$ cat src/rtl/rc_valid_pipe.sv
// Delay line that tracks RAM reads in flight.
// Ports: clock, resetn (async, active low), flush (sync, drops all valids),
// in_valid/in_tag (read issued this cycle, its address),
// out_valid/out_tag (read whose data is on the RAM q ports now).
module rc_valid_pipe #(
   parameter int DEPTH = 2,
   parameter int TAG_W = 9
) (
   input  logic             clock,
   input  logic             resetn,
   input  logic             flush,
   input  logic             in_valid,
   input  logic [TAG_W-1:0] in_tag,
   output logic             out_valid,
   output logic [TAG_W-1:0] out_tag
);

   logic             valid_q [DEPTH];
   logic             valid_d [DEPTH];
   logic [TAG_W-1:0] tag_q   [DEPTH];
   logic [TAG_W-1:0] tag_d   [DEPTH];

   always_comb begin
      valid_d[0] = in_valid & ~flush;
      tag_d[0]   = in_tag;
      for (int i = 1; i < DEPTH; i++) begin
         valid_d[i] = valid_q[i-1] & ~flush;
         tag_d[i]   = tag_q[i-1];
      end
   end

   always_ff @(posedge clock or negedge resetn) begin
      if (!resetn) begin
         for (int i = 0; i < DEPTH; i++) begin
            valid_q[i] <= 1'b0;
            tag_q[i]   <= '0;
         end
      end else begin
         for (int i = 0; i < DEPTH; i++) begin
            valid_q[i] <= valid_d[i];
            tag_q[i]   <= tag_d[i];
         end
      end
   end

   assign out_valid = valid_q[DEPTH-1];
   assign out_tag   = tag_q[DEPTH-1];

endmodule

$ cat config.mk
export PLATFORM = sky130hd
export DESIGN_NAME = rc_valid_pipe
export DESIGN_NICKNAME = d
export VERILOG_FILES = /design/src/rtl/rc_valid_pipe.sv
export SDC_FILE = /design/constraint.sdc
export NUM_CORES = 1
export LEC_CHECK = 0
export ABC_AREA = 1
export CORE_MARGIN = 3
export CORE_UTILIZATION = 35
export DETAILED_ROUTE_END_ITERATION = 10
export PLACE_DENSITY = 0.69
export SETUP_SLACK_MARGIN = 0.5
export SLEW_MARGIN = 25
export SYNTH_ARGS = -nofsm -noshare
export SYNTH_HDL_FRONTEND = slang
export SYNTH_SLANG_ARGS = --single-unit
$ cat constraint.sdc
create_clock -name clock -period 0.8 [get_ports clock]
set_input_delay 0.12 -clock clock [delete_from_list [all_inputs] [get_ports clock]]
set_output_delay 0.12 -clock clock [all_outputs]
set_load 0.02 [all_outputs]
==> results.yml, run 1 <==
floorplanning:
  die_area_sq_um: 1970
  core-area_sq_um: 1330
  die_w_um: 44.4
  boundaryPins: 23
  rows: 13
  die_y_um: 44.4
  initial_core_util_pct: 38.6
detailed_routing:
  detail_route.vias_per_cell: 4.08
  ant_nets: 0
  vias: 269
  wl_per_cell_um: 12.6
  drtIter0Drc: 0
  wl_um: 830
  first_pass_iters: 1
  drc: 0
global_routing:
  busiest_layer: "met2"
  overflow: 0
  use_met2_pct: 14.8
  met1_usage_pct: 12.0
  grt_max_degree: 21
  grt_use_total_pct: 10.3
  grt_pass1_vias: 288
  antenna_found_initial: 0
  grt_pass1_wl_mm: 1.30
  grt_use_met3_pct: 1.22
logic_synthesis:
  netlist-cell-type-count: 3
  synthMuxAreaShare_pct: 0
  synth-seq-cells: 20
  synth_area_sq_um: 515
  synthCells: 24
  yosys_warnings: 0
  synth.yosys.seq_area_share_pct: 97.1
  synthesis.nets: 37
  synth_xor_area_share_pct: 0
  synthSimpleGateAreaFrac_pct: 1.46
  synth_fa_ha_area_share_pct: 0
  synth_compound_area_share_pct: 0
  synth.avg_cell_area_sq_um: 21.5
  synth_top_family_by_area: "buffers and inverters"
cts:
  clk_pin_slew_ns: 0.10
  cts_hold_buf: 0
  htree_levels: 1
  clk_latency_ns: 0.29
  postCtsSetupBuffers: 0
  cts_buffers: 3
  cts_tree: "built"
  clock_path_buffers: 2
  cts.sinks: 20
  cts-root-buf: "clkbuf_4"
critical_path:
  critPathLaunchType: "flop"
  worstPathMaxFanout: 1
  cp_num_buf_inv: 1
  reg2reg_slack_ns: 0.25
  path_delay_family: "flip-flops"
  cp_slowest_cell: "dfrtp_1"
  critPathRequiredTime_ns: 0.68
  critPathMaxStageDelay_ns: 0.40
  regToRegEndpoint: "out_valid"
  cp-end-kind: "primary output"
  path_cells: "buf_6"
  ff2ff_path_depth: 2
  critical_path_arrival_ns: 0.82
  critPathKind: "flop to primary output"
  timing.rr.start: "valid_q[1]"
power:
  powerDensity_nw_per_um2: 2230
  ir_drop_uv: 970
  p_leak_nw: 0.401
run:
  max-cap-violations: 0
timing:
  slew_headroom_pct: 92.7
  finalWorstSetupSlack_ns: -0.139
  period_needed_ns: 0.939
  setup-violations-final: 10
  fin_hold_ws_ns: 0.0379
  slew_violations: 0
  fin_crit_sh_pct: 117
  finalHoldViolations: 0
  rsz0062_at_grt: "yes"
  max_slew.worst_pin.slew_ns: 0.110
  fmax_ghz: 1.07
  finClkSkew_ns: 0.00108
min_path:
  holdCritStartpoint: "in_tag[0]"
  worst_hold_path_type: "input pin to flop"
  min_to: "tag_d[0]"
  min_path_cells: 1
place:
  io_buffers: 22
  dp_slack_ns: -0.242
  place_congestion: 0.561
finish:
  diodes: 0
  fillCellCount: 97
  final_common_cell: "dfrtp_1"
  final_nets: 65
  final_layout_size_suffix_gt1_share_pct: 29.4
  mostFrequentLayoutCells: "dfrtp_1 (20), dlygate4sd2_1 (11), buf_6 (10)"
  synthToLayoutAreaGrowth_pct: 57.0
run_status:
  violations: "setup timing"
  status: "complete, but fails checks"
flip-flops by register name, summed over array words and instances (netlist names):
signal	flops
valid_q	1
tag_d	9
out_tag	9
out_valid	1
worst max path at each step:
stage	start	end	slack, ns	cells past startpoint
2_1_floorplan	out_tag[0]	out_tag[0]	0.26	0
3_3_place_gp	out_tag[6]	out_tag[6]	-0.22	1
3_5_place_dp	out_tag[2]	out_tag[2]	-0.24	1
4_1_cts	out_tag[2]	out_tag[2]	-0.16	1
5_1_grt	out_tag[2]	out_tag[2]	-0.19	1
6_report	out_tag[5]	out_tag[5]	-0.14	1
per-stage QoR:
step                      area, sq um  setup TNS [ns]  util, %  power, mW  instances
after global routing              810           -1.70     60.7       1.89         66
after detailed placement          774           -2.21     58.1       1.27         62
final                             810           -1.29     60.7       1.80         66
after floorplan                   515               0        -       1.13         24
after CTS                         810           -1.47     60.7       1.83         66
after global placement            774           -2.13     58.1       1.26         62
repair_timing:
item,CTS,global route
resized for setup,71,0
pin swaps,1,0
setup endpoints to repair,30,20
metal layers:
layer | part of all wire [%] | wire, um
met1 | 35 | 292
met2 | 56 | 468
met3 | 4.6 | 38
met4 | 3.6 | 30
met5 | 0 | 0
cells by family (layout without fill, tap and decap cells):
| kind of cell | Yosys count | in the layout |
|---|---|---|
| flops | 20 | 20 |
| simple gates | 2 | 2 |
| buf+inv | 2 | 29 |
power by group:
part / internal [mW] / switching (mW)
combinational: 0.0893 / 0.0714
clock: 0.277 / 0.286
sequential: 1.06 / 0.0187
cell usage after synthesis (all sizes together):
| cell | instances | share of area [%] |
|---|---|---|
| inv | 2 | 1.5 |
| nor2 | 2 | 1.5 |
| dfrtp | 20 | 97 |
area by class of cell:
cell class / instances / area, sq um / share of cell area (%)
clock buffer: 4 / 36.3 / 4.48
inverter: 2 / 7.51 / 0.927
multi-input combinational: 2 / 7.51 / 0.927
sequential: 20 / 500 / 61.8
tap: 15 / 18.8 / 2.32
timing repair buffer: 23 / 239 / 29.5
No activity file was read; power rests on OpenSTA's default activity.
==> run 2, diff against run 1 <==
--- a/config.mk
+++ b/config.mk
@@ -16,2 +16,3 @@
 export SYNTH_HDL_FRONTEND = slang
 export SYNTH_SLANG_ARGS = --single-unit
+export TNS_END_PERCENT = 20
==> constraint.sdc (replaced) <==
create_clock -name clock -period 0.8 [get_ports clock]
set_input_delay 0.24 -clock clock [delete_from_list [all_inputs] [get_ports clock]]
set_output_delay 0.24 -clock clock [all_outputs]
set_load 0.02 [all_outputs]
==> results.yml, run 2 (synthesis gave the netlist of run 1 again) <==
global_routing:
  grt_pass1_wl_mm: 1.30
  grt_max_degree: 21
  grt_use_total_pct: 10.3
  antenna_found_initial: 0
  overflow: 0
  grt_pass1_vias: 286
critical_path:
  path_cells: "buf_6"
  critical_path_arrival_ns: 0.82
  path_delay_family: "flip-flops"
  critPathLaunchType: "flop"
  critPathMaxStageDelay_ns: 0.40
  critPathRequiredTime_ns: 0.56
  cp-end-kind: "primary output"
  startpoint: "out_tag[5]"
  worstPathMaxFanout: 1
  cp_slowest_cell: "dfrtp_1"
  critPathKind: "flop to primary output"
  timing.rr.start: "valid_q[1]"
  cp_num_buf_inv: 1
power:
  powerDensity_nw_per_um2: 2240
  p_leak_nw: 0.400
  ir_drop_uv: 970
  p_total_mw: 1.80
cts:
  cts.sinks: 20
  cts_buffers: 3
  postCtsSetupBuffers: 0
  clk_latency_ns: 0.29
  htree_levels: 1
  cts_tree: "built"
  clock_path_buffers: 2
  cts-root-buf: "clkbuf_4"
  clk_pin_slew_ns: 0.10
timing:
  slew_violations: 0
  finalWorstSetupSlack_ns: -0.259
  slew_headroom_pct: 92.7
  setup-violations-final: 10
  fin_crit_sh_pct: 132
  rsz0062_at_grt: "yes"
  finClkSkew_ns: 0.00108
  max_slew.worst_pin.slew_ns: 0.109
  period_needed_ns: 1.06
  finalHoldViolations: 0
  fmax_ghz: 0.945
finish:
  mostFrequentLayoutCells: "dfrtp_1 (20), dlygate4sd2_1 (10), buf_6 (10)"
  fillCellCount: 97
  synthToLayoutAreaGrowth_pct: 56.3
  diodes: 0
  final_common_cell: "dfrtp_1"
  final_nets: 65
  final_layout_size_suffix_gt1_share_pct: 31.4
  post-route-util_pct: 60.4
floorplanning:
  die_y_um: 44.4
  rows: 13
  initial_core_util_pct: 38.6
  die_area_sq_um: 1970
  core-area_sq_um: 1330
  die_w_um: 44.4
  boundaryPins: 23
run_status:
  status: "complete, but fails checks"
  violations: "setup timing"
detailed_routing:
  detail_route.vias_per_cell: 4.08
  drtIter0Drc: 0
  vias: 269
  wl_per_cell_um: 12.6
  first_pass_iters: 1
  ant_nets: 0
  drc: 0
  wl_um: 833
min_path:
  worst_hold_path_type: "input pin to asynchronous set/reset pin"
run:
  max-cap-violations: 0
place:
  place_congestion: 0.561
  io_buffers: 22
==> run 2: cell count changes in the layout (fill, tap and decap cells not counted) <==
cell / before / now
clkdlybuf4s50_1: 1 / 0
dlygate4sd2_1: 11 / 10
clkdlybuf4s15_1: 0 / 1
buf_2: 0 / 1
==> run 2: final timing paths <==
check                             end  slack, ns  depth (start not counted)
min                        out_tag[0]      0.003                          2
max reg2reg                 out_valid       0.25                          2
max in group asynchronous  out_tag[5]       0.67                          2
max                        out_tag[5]      -0.26                          1
min reg2reg                out_tag[7]       0.36                          0
min in group clock           tag_d[0]       0.16                          1
==> run 2: where the power goes <==
part / internal, mW / total, mW / switching (mW)
Clock: 0.277 / 0.563 / 0.286
Sequential: 1.06 / 1.08 / 0.0187
Combinational: 0.0874 / 0.159 / 0.0715
==> run 2: cell type report <==
| type | instances | area, sq um | share of cell area [%] |
|---|---|---|---|
| multi-input combinational | 2 | 7.51 | 0.932 |
| sequential | 20 | 500 | 62.1 |
| tap | 15 | 18.8 | 2.33 |
| inverter | 2 | 7.51 | 0.932 |
| clock buffer | 4 | 36.3 | 4.50 |
| timing repair buffer | 23 | 235 | 29.2 |
==> run 2: per-layer routing <==
| metal | part of all wire [%] | up-vias | global-route usage (%) |
|---|---|---|---|
| met1 | 35 | 128 | 12.0 |
| met3 | 4.6 | 4 | 1.22 |
| met4 | 3.6 | 0 | 12.7 |
| met2 | 56 | 12 | 14.8 |
| li1 | - | 125 | - |
| met5 | 0 | - | 0 |
==> run 2: what timing repair did <==
item	CTS	global route
resized for setup	75	0
endpoints found under the hold margin	11	20
gates cloned	0	0
setup endpoints to repair	50	20
pin swaps	2	1
==> run 2: through the flow <==
| step | setup TNS [ns] | setup WS [ns] | hold WS, ns | std cells | area, sq um |
|---|---|---|---|---|---|
| after global routing | -2.90 | -0.310 | -0.0121 | 66 | 806 |
| after detailed placement | -3.63 | -0.362 | 0.337 | 62 | 774 |
| final | -2.49 | -0.259 | 0.00286 | 66 | 806 |
| after global placement | -3.49 | -0.338 | 0.332 | 62 | 774 |
| after CTS | -2.67 | -0.277 | -0.00603 | 66 | 806 |
| after floorplan | 0 | 0.144 | -0.0556 | 24 | 515 |
